<file path="src/rtl/tt_um_nibble_packer_fifo_pkg.sv">
// tt_um_nibble_packer_fifo_pkg: shared pairing-state type, default sizes and widths
package tt_um_nibble_packer_fifo_pkg;
   typedef enum logic {LOW_WAIT, HIGH_WAIT} pair_state_t;
   localparam int DEPTH_DEF   = 4;
   localparam int TIMEOUT_DEF = 255;
   localparam int CORR_W      = 8;
endpackage

</file>
<file path="src/rtl/tt_um_nibble_packer_fifo_if.sv">
// tt_um_nibble_packer_fifo_if: nibble input, consumer pop and status bundle
interface tt_um_nibble_packer_fifo_if;
   import tt_um_nibble_packer_fifo_pkg::*;
   logic              nib_valid;
   logic [3:0]        nib_data;
   logic [2:0]        nib_syndrome;
   logic              rd_en;
   logic [7:0]        byte_out;
   logic              byte_err;
   logic              byte_valid;
   logic              full;
   logic              pair_pending;
   logic              overflow;
   logic [CORR_W-1:0] corr_count;
   modport master (
      output nib_valid, nib_data, nib_syndrome, rd_en,
      input  byte_out, byte_err, byte_valid, full, pair_pending, overflow, corr_count
   );
   modport slave (
      input  nib_valid, nib_data, nib_syndrome, rd_en,
      output byte_out, byte_err, byte_valid, full, pair_pending, overflow, corr_count
   );
endinterface

</file>
<file path="src/rtl/tt_um_sync_fifo_9b.sv">
// tt_um_sync_fifo_9b: show-ahead FIFO of {err, byte} entries with extra-MSB pointers
module tt_um_sync_fifo_9b #(
   parameter int DEPTH = 4
) (
   input  logic       clk,
   input  logic       rst_n,
   input  logic       push,
   input  logic [8:0] din,
   input  logic       pop,
   output logic [8:0] dout,
   output logic       empty,
   output logic       full
);
   localparam int AW = $clog2(DEPTH);
   logic [8:0]  mem [DEPTH];
   logic [AW:0] wp, rp;
   logic        do_pop, do_push;
   assign empty   = wp == rp;
   assign full    = (wp[AW] != rp[AW]) && (wp[AW-1:0] == rp[AW-1:0]);
   assign do_pop  = pop && !empty;
   // a pop frees the head slot, so a full FIFO still accepts a same-cycle push
   assign do_push = push && (!full || do_pop);
   assign dout    = empty ? '0 : mem[rp[AW-1:0]];
   always_ff @(posedge clk or negedge rst_n)
      if (!rst_n) begin
         wp <= '0;
         rp <= '0;
      end else begin
         wp <= wp + {{AW{1'b0}}, do_push};
         rp <= rp + {{AW{1'b0}}, do_pop};
      end
   always_ff @(posedge clk)
      if (do_push) mem[wp[AW-1:0]] <= din;
endmodule

</file>
<file path="src/rtl/tt_um_nibble_packer_fifo.sv">
// tt_um_nibble_packer_fifo: pairs decoded nibbles into bytes and queues them with an error flag
// NIBBLE_PACKER_CORR_STATS_EN adds a saturating corrected-nibble counter on corr_count
module tt_um_nibble_packer_fifo
   import tt_um_nibble_packer_fifo_pkg::*;
#(
   parameter int DEPTH   = DEPTH_DEF,
   parameter int TIMEOUT = TIMEOUT_DEF
) (
   input logic                      clk,
   input logic                      rst_n,
   input logic                      ena,
   tt_um_nibble_packer_fifo_if.slave bus
);
   localparam int TW = $clog2(TIMEOUT + 2);
   pair_state_t state, state_nx;
   logic [TW-1:0] tcnt, tcnt_nx;
   logic [3:0]    held;
   logic          held_err, ovf, take, pop, push, nib_err;
   logic          fifo_empty, fifo_full;
   logic [8:0]    fifo_dout;
   assign take    = ena && bus.nib_valid;
   assign pop     = ena && bus.rd_en;
   assign nib_err = bus.nib_syndrome != 3'd0;
   // a partner nibble takes priority over the timeout firing in the same cycle
   always_comb begin
      state_nx = state;
      tcnt_nx  = '0;
      push     = 1'b0;
      if (state == LOW_WAIT) begin
         state_nx = take ? HIGH_WAIT : LOW_WAIT;
      end else if (take) begin
         push     = 1'b1;
         state_nx = LOW_WAIT;
      end else if (!ena || TIMEOUT == 0) begin
         tcnt_nx = tcnt;
      end else if (tcnt == TW'(TIMEOUT - 1)) begin
         state_nx = LOW_WAIT;
      end else begin
         tcnt_nx = tcnt + 1'b1;
      end
   end
   always_ff @(posedge clk or negedge rst_n)
      if (!rst_n) begin
         state    <= LOW_WAIT;
         tcnt     <= '0;
         held     <= '0;
         held_err <= 1'b0;
         ovf      <= 1'b0;
      end else begin
         state <= state_nx;
         tcnt  <= tcnt_nx;
         if (state == LOW_WAIT && take) begin
            held     <= bus.nib_data;
            held_err <= nib_err;
         end
         if (push && fifo_full && !pop) ovf <= 1'b1;
      end
   tt_um_sync_fifo_9b #(.DEPTH(DEPTH)) u_fifo (
      .clk   (clk),
      .rst_n (rst_n),
      .push  (push),
      .din   ({held_err | nib_err, bus.nib_data, held}),
      .pop   (pop),
      .dout  (fifo_dout),
      .empty (fifo_empty),
      .full  (fifo_full)
   );
   assign bus.byte_out     = fifo_dout[7:0];
   assign bus.byte_err     = fifo_dout[8];
   assign bus.byte_valid   = !fifo_empty;
   assign bus.full         = fifo_full;
   assign bus.pair_pending = state == HIGH_WAIT;
   assign bus.overflow     = ovf;
`ifdef NIBBLE_PACKER_CORR_STATS_EN
   logic [CORR_W-1:0] corr;
   always_ff @(posedge clk or negedge rst_n)
      if (!rst_n) corr <= '0;
      else if (take && nib_err && corr != '1) corr <= corr + 1'b1;
   assign bus.corr_count = corr;
`else
   assign bus.corr_count = '0;
`endif
endmodule

</file>
<file path="src/flat_wrapper.sv">
// flat-port wrapper written by rule: the top's interface ports become plain ports
module tt_um_nibble_packer_fifo_flat import tt_um_nibble_packer_fifo_pkg::*;
#(
   parameter int DEPTH   = DEPTH_DEF,
   parameter int TIMEOUT = TIMEOUT_DEF
)
  (clk, rst_n, ena, bus_nib_valid, bus_nib_data, bus_nib_syndrome, bus_rd_en, bus_byte_out, bus_byte_err, bus_byte_valid, bus_full, bus_pair_pending, bus_overflow, bus_corr_count);
  tt_um_nibble_packer_fifo_if bus_i ();
  input logic clk;
  input logic rst_n;
  input logic ena;
  input wire logic [$bits(bus_i.nib_valid)-1:0] bus_nib_valid;
  input wire logic [$bits(bus_i.nib_data)-1:0] bus_nib_data;
  input wire logic [$bits(bus_i.nib_syndrome)-1:0] bus_nib_syndrome;
  input wire logic [$bits(bus_i.rd_en)-1:0] bus_rd_en;
  output wire logic [$bits(bus_i.byte_out)-1:0] bus_byte_out;
  output wire logic [$bits(bus_i.byte_err)-1:0] bus_byte_err;
  output wire logic [$bits(bus_i.byte_valid)-1:0] bus_byte_valid;
  output wire logic [$bits(bus_i.full)-1:0] bus_full;
  output wire logic [$bits(bus_i.pair_pending)-1:0] bus_pair_pending;
  output wire logic [$bits(bus_i.overflow)-1:0] bus_overflow;
  output wire logic [$bits(bus_i.corr_count)-1:0] bus_corr_count;
  assign bus_i.nib_valid = bus_nib_valid;
  assign bus_i.nib_data = bus_nib_data;
  assign bus_i.nib_syndrome = bus_nib_syndrome;
  assign bus_i.rd_en = bus_rd_en;
  assign bus_byte_out = bus_i.byte_out;
  assign bus_byte_err = bus_i.byte_err;
  assign bus_byte_valid = bus_i.byte_valid;
  assign bus_full = bus_i.full;
  assign bus_pair_pending = bus_i.pair_pending;
  assign bus_overflow = bus_i.overflow;
  assign bus_corr_count = bus_i.corr_count;
  tt_um_nibble_packer_fifo #(.DEPTH(DEPTH), .TIMEOUT(TIMEOUT)) u_core (.clk(clk), .rst_n(rst_n), .ena(ena), .bus(bus_i));
endmodule
</file>
<file path="config.mk">
export PLATFORM = sky130hd
export DESIGN_NAME = tt_um_nibble_packer_fifo_flat
export DESIGN_NICKNAME = d
export VERILOG_FILES = /design/src/rtl/tt_um_nibble_packer_fifo_pkg.sv /design/src/rtl/tt_um_nibble_packer_fifo_if.sv /design/src/rtl/tt_um_sync_fifo_9b.sv /design/src/rtl/tt_um_nibble_packer_fifo.sv /design/src/flat_wrapper.sv
export SDC_FILE = /design/constraint.sdc
export NUM_CORES = 1
export LEC_CHECK = 0
export ABC_AREA = 1
export CELL_PAD_IN_SITES_DETAIL_PLACEMENT = 1
export CELL_PAD_IN_SITES_GLOBAL_PLACEMENT = 1
export CORE_ASPECT_RATIO = 0.7
export CORE_MARGIN = 3
export CORE_UTILIZATION = 38
export CTS_CLUSTER_DIAMETER = 80
export CTS_CLUSTER_SIZE = 16
export DETAILED_ROUTE_END_ITERATION = 8
export PLACE_DENSITY = 0.77
export SLEW_MARGIN = 20
export SYNTH_ARGS = -nofsm -noshare
export SYNTH_HDL_FRONTEND = slang
export SYNTH_SLANG_ARGS = --single-unit
</file>
<file path="constraint.sdc">
create_clock -name clk -period 1.7 [get_ports clk]
set_input_delay 0.34 -clock clk [delete_from_list [all_inputs] [get_ports clk]]
set_output_delay 0.34 -clock clk [all_outputs]
set_load 0.03 [all_outputs]
</file>
### Yosys cells after proc, flatten, opt, wreduce, memory -nomap -nowiden

Memories as Yosys holds them, arrays and structs flattened.
Cells that the tools add are included.

| storage, ports and cells | value |
|---|---|
| word-level logic and storage cells | 44 |
| input bits | 12 |
| register bits | 22 |
| output and inout port bits | 21 |
| bits in writable memories | 36 |
| memories kept | 1 |

Memory list:

| name | words | width | rd ports | clocked after Yosys merged registers in | wr ports | RTL line | source |
|---|---|---|---|---|---|---|---|
| u_core.u_fifo.mem | 4 | 9 | 1 | 0 | 1 | tt_um_sync_fifo_9b.sv:15 | `logic [8:0] mem [DEPTH];` |

| operators by class | value |
|---|---|
| equal/unequal tests | 5 |
| $add $sub $neg | 3 |
| reductions and logical operators | 13 |
| bitwise logic cells | 2 |
| mux-type cells | 13 |

Operators by type and width:

| kind | count |
|---|---|
| two-way mux 9 bit | 5 |
| adder 9 x 1 -> 9 bit, second input constant | 1 |
| == test 9 x 8 -> 1 bit, second input constant | 1 |
| logical AND 1 bit | 8 |
| two-way mux 1 bit | 8 |
| adder 3 x 1 -> 3 bit | 2 |
| == test 3 bit | 1 |
| zero test 1 bit | 3 |
| != test 3 bit, second input constant | 1 |
| nonzero test 3 bit | 1 |
| == test 2 bit | 1 |
| logical OR 1 bit | 1 |
| != test 1 bit | 1 |
| NOT 1 bit | 1 |
| bitwise OR 1 bit | 1 |

### Logic depth before layout (Yosys ltp)

| depth | value |
|---|---|
| depth after elaboration | 7 |
| depth in mapped cells | 10 |
| gate-level depth less buffers | 10 |

### Hierarchy

A second synthesis with hierarchy kept.

| unflattened totals | value |
|---|---|
| cell total of the unflattened synthesis | 265 |
| area total of the unflattened synthesis | 2675.1 µm² |

By module, submodules not included:

| module | area an instance (µm²) | seq. area each (µm²) | cells an instance | instances |
|---|---|---|---|---|
| tt_um_sync_fifo_9b | 1767.9 | 1231.2 | 148 | 1 |
| tt_um_nibble_packer_fifo | 907.1 | 400.4 | 117 | 1 |

### Worst setup path after synthesis

Ideal clock, no wire load.

| timing path | value |
|---|---|
| path kind | register to register |
| start point | register u_core.state, in the netlist u_core.bus.pair_pending |
| end point | memory u_core.u_fifo.mem[0][0] (enable) |
| data arrival time | 1.316 ns |
| buffers on the path | 0 |
| data required time | 1.326 ns |
| setup time | 0.374 ns |
| cell stages (with the launch flop) | 5 |
| setup slack | 0.010 ns |
| period minus slack after synthesis | 1.690 ns |
| cell sequence | dfrtp_1 inv_1 nor2_1 nand2_1 nor2_1 |

| on the way | value |
|---|---|
| word-level cells in the longest chain between the ends | 4 |

Ends and longest elaborated chain:

| element | RTL line | source |
|---|---|---|
| start, declared | tt_um_nibble_packer_fifo.sv:15 | `pair_state_t state, state_nx;` |
| start signal, assigned | tt_um_nibble_packer_fifo.sv:50 | `state <= state_nx;` |
| two-way mux 1 bit | tt_um_nibble_packer_fifo.sv:29 | `if (state == LOW_WAIT) begin` |
| logical AND 1 bit | tt_um_sync_fifo_9b.sv:22 | `assign do_push = push && (!full \|\| do_pop);` |
| two-way mux 1 bit | tt_um_sync_fifo_9b.sv:33 | `if (do_push) mem[wp[AW-1:0]] <= din;` |
| two-way mux 1 bit (not written as such) | tt_um_sync_fifo_9b.sv:33 |  |
| end, declared | tt_um_sync_fifo_9b.sv:15 |  |

No other way between the ends.

### Final worst setup path

| timing path | value |
|---|---|
| start point | register u_core.u_fifo.rp[0] |
| end point | output bus_byte_out[2] |

| on the way | value |
|---|---|
| word-level cells in the longest chain between the ends | 2 |
| elaborated cells between the ends (all ways) | 3 |
| those cells by class | eq/ne: 1; mux: 1; memory: 1 |

Ends and longest elaborated chain:

| element | RTL line | source |
|---|---|---|
| start, declared | tt_um_sync_fifo_9b.sv:16 | `logic [AW:0] wp, rp;` |
| start signal, assigned | tt_um_sync_fifo_9b.sv:30 | `rp <= rp + {{AW{1'b0}}, do_pop};` |
| memory read (4 x 9 bit) / == test 3 bit (equally long branches) | - |  |
| two-way mux 9 bit * | tt_um_sync_fifo_9b.sv:23 | `assign dout = empty ? '0 : mem[rp[AW-1:0]];` |
| end, declared | flat_wrapper.sv:16 | `output wire logic [$bits(bus_i.byte_out)-1:0] bus_byte_out;` |

Every way passes the cells marked *; elsewhere a longest branch is shown, timed or not.

==> summary.txt <==
Floorplan
  – Row count: 24
  – Die Height: 76.0 um
  – Area of the core: 6490 um^2
  – Die area: 8050 um^2
  – Die extent in x: 106 um
  – Initial Util: 41.0%
  – IO Count: 33

Worst setup path
  – CP cell instances: buf_6 -> nor2_1 -> nor2_1 -> o21ai_0 -> o21ai_1 -> nand2_1 -> inv_1 -> buf_6
  – Critical path destination: bus_byte_out[2]
  – Reg2reg setup slack: -0.07 ns
  – Worst Setup Start Kind: flip-flop
  – WP depth: 8
  – CP required: 1.36 ns
  – Critical path startpoint: u_core.u_fifo.rp[0]
  – Crit path DAT: 1.60 ns
  – CP Capture Type: primary output
  – Critical R2R Launch: u_core.u_fifo.rp[1]
  – Top delay family on crit path: flip-flops
  – Buf+Inv Stages, Crit Path: 3
  – Cell with the largest stage delay on the worst path: dfrtp_2
  – WS Path Type: reg -> out
  – CP max stage delay: 0.45 ns
  – Crit-path max FO: 10
  – FF-to-FF End: u_core.u_fifo.wp[2]
  – R2R depth: 9

Timing
  – Number of max-slew violations in the final report: 0
  – Final TNS setup: -3.70 ns
  – Unrepaired setup endpoints after global routing: true
  – Final worst setup slack: -0.238 ns
  – Min Tclk post-route: 1.94 ns
  – Final setup vio count: 48
  – Clock skew: 0.00891 ns
  – Achievable Freq: 516 MHz
  – Final hold slack: 0.374 ns
  – Period utilisation layout: 114%
  – Final Hold Viols: 0

Logic synthesis
  – Post-synth ARST share: 37.9%
  – Synthesized area: 2660 um^2
  – Syn Inst Count: 276
  – Synth top area share: 40.7%
  – Synth warnings: 0
  – Main flop type after synthesis: edfxtp_1
  – Area contributors post-synth: edfxtp_1 41%, dfrtp_1 21%, nand2_1 9.6%
  – EDFF count, synth: 36
  – Yosys cell types: 24
  – Yosys top cell by area: edfxtp_1
  – Synthesized flop and latch total: 58
  – Syn avg cell area: 9.63 um^2
  – Seq/Total Area, Yosys: 61.4%

Global route
  – Initial antenna violation count: 0
  – Number of global-route vias before repair: 2,321
  – First-pass GRT wire length: 11,700 um
  – Largest net degree at the start of global routing: 23
  – GR Overflow Total: 0
  – GRT Total Usage: 19.2%

Power
  – Final Total Pwr: 6.56 mW
  – Clock share of power: 21.1%
  – Comb pwr share: 49.9%
  – P_leak: 1.55 nW
  – P_sw: 2.65 mW
  – VDD IR max: 0.000813 V
  – Power share of the sequential group: 29.0%
  – Internal: 3.91 mW
  – Power per cell area: 1810 nW/um^2
  – Switching fraction of total power: 40.4%

Finish
  – Non-Filler Cell Area, Final: 3630 um^2
  – Post-route insts no fill: 431
  – N_diodes: 0
  – Area delta synth->final: 36.5%
  – Final Util: 55.9%
  – Share of layout cells above drive strength 1: 26.5%
  – Most frequent cells in the layout: 62 x nand2_1, 36 x edfxtp_1, 33 x nor2_1
  – Fill cell count: 742
  – Commonest non-fill, non-tap cell in the layout: nand2_1
  – # nets final: 353

Placed design
  – Dpl ws: -0.228 ns
  – Port Buf Inserts: 24
  – Inst Count DP: 402
  – Routability Congestion: 0.802
  – DP Area: 3070 um^2
  – DP HPWL: 4890 um

Hold path
  – Worst hold path class: in -> async

Run status
  – Status: finished with violations
  – Violated checks: negative setup slack

Drt
  – Drt pass-1 iters: 4
  – ANT nets after route: 0
  – Drt wl/cell: 18.2 um
  – Vias: 2,155
  – Remaining DRCs: 0
  – Final WL: 7820 um
  – Via density: 5.00
  – 1st-iter DRT viols: 211

CTS
  – Clock transition at the registers of the reported paths: 0.07 ns
  – Max H-tree Level: 3
  – Clk buf depth: 2
  – Num CTS Buffers: 9
  – CTS Hold Bufs: 0
  – Clock latency on the worst-skew pair: 0.34 ns
  – Root Driver: clkbuf_8
  – TritonCTS Sinks: 58
  – CTS tree: built

Run
  – # Max-Cap Violations: 0
==> cells by family (layout without fill, tap and decap cells) <==
kind of cell	after synthesis	count (layout)	synth area share, %
adders and majority gates	6	6	2.82
and+or+nand+nor	127	127	19.0
xor gates and xnor gates	5	5	1.65
AOI/OAI and AO/OA	35	35	6.82
buffers and inverters	44	101	8.23
other	1	8	0.141
DFF	58	58	61.4
==> state kept, by name (all words and copies together) (netlist names) <==
signal and flops:
u_core.tcnt 9, u_core.u_fifo.rp 3, u_core.u_fifo.mem 36, u_core.u_fifo.wp 3
u_core.held 4, u_core.held_err 1, u_core.bus.pair_pending 1, u_core.bus.overflow 1
==> worst register-to-register path: stages, from the launching register on <==
cell and delay [ns]:
dfrtp_2 0.47, xnor2_4 0.23, buf_6 0.14, buf_6 0.09, nand4_1 0.08, nand2_2 0.12
inv_2 0.06, ha_4 0.17, ha_4 0.17, xor2_1 0.14
==> final cells by class <==
type,instances,area (um^2),area share (%)
Clock buffer,10,128,3.52
Inverter,30,113,3.10
Sequential cell,58,1640,45.1
Timing Repair Buffer,55,587,16.2
Clock inverter,6,81.3,2.24
Tap cell,91,114,3.14
Multi-Input combinational cell,181,971,26.8
==> power groups by stage <==
stage,logic [mW],registers (mW),clock network (mW)
after floorplan,1.44,1.83,0
final,3.28,1.90,1.38
after detailed placement,2.30,1.88,0
after global routing,3.52,1.92,1.49
after CTS,2.69,1.87,1.40
after global placement,2.21,1.87,0
==> cell usage after synthesis (2+ instances only) <==
library cell  instances
buf_4                10
buf_6                 2
dfrtp_1              22
edfxtp_1             36
ha_1                  6
inv_1                28
inv_2                 2
nand2_1              68
nand3_1               9
nand4_1               2
nor2_1               43
nor2_2                3
o21ai_0              29
o21ai_1               3
xor2_1                4
==> layer usage <==
layer | up-vias | share of wire (%) | track usage (%)
met4 | 0 | 1.4 | 6.73
li1 | 994 | - | -
met5 | - | 0 | 0
met1 | 1081 | 42 | 23.4
met3 | 13 | 6.5 | 6.01
met2 | 67 | 50 | 32.4
==> worst min-delay path by stage <==
stage / startpoint / end / slack, ns / cells past startpoint
global placement: u_core.bus.overflow / u_core.bus.overflow / 0.45 / 2
CTS: rst_n / u_core.tcnt[0] / 0.36 / 2
detailed placement: u_core.bus.overflow / u_core.bus.overflow / 0.47 / 2
global route: rst_n / u_core.u_fifo.rp[0] / 0.36 / 2
finish: rst_n / u_core.tcnt[5] / 0.37 / 2
floorplan: rst_n / u_core.bus.overflow / 0.04 / 0
==> what timing repair did <==
item | in CTS | in global routing
setup endpoints to repair | 14 | 50
setup buffers | 5 | 4
cloned | 0 | 4
gates resized for setup | 29 | 59
pin swaps | 2 | 2
No activity file was read; power rests on OpenSTA's default activity.
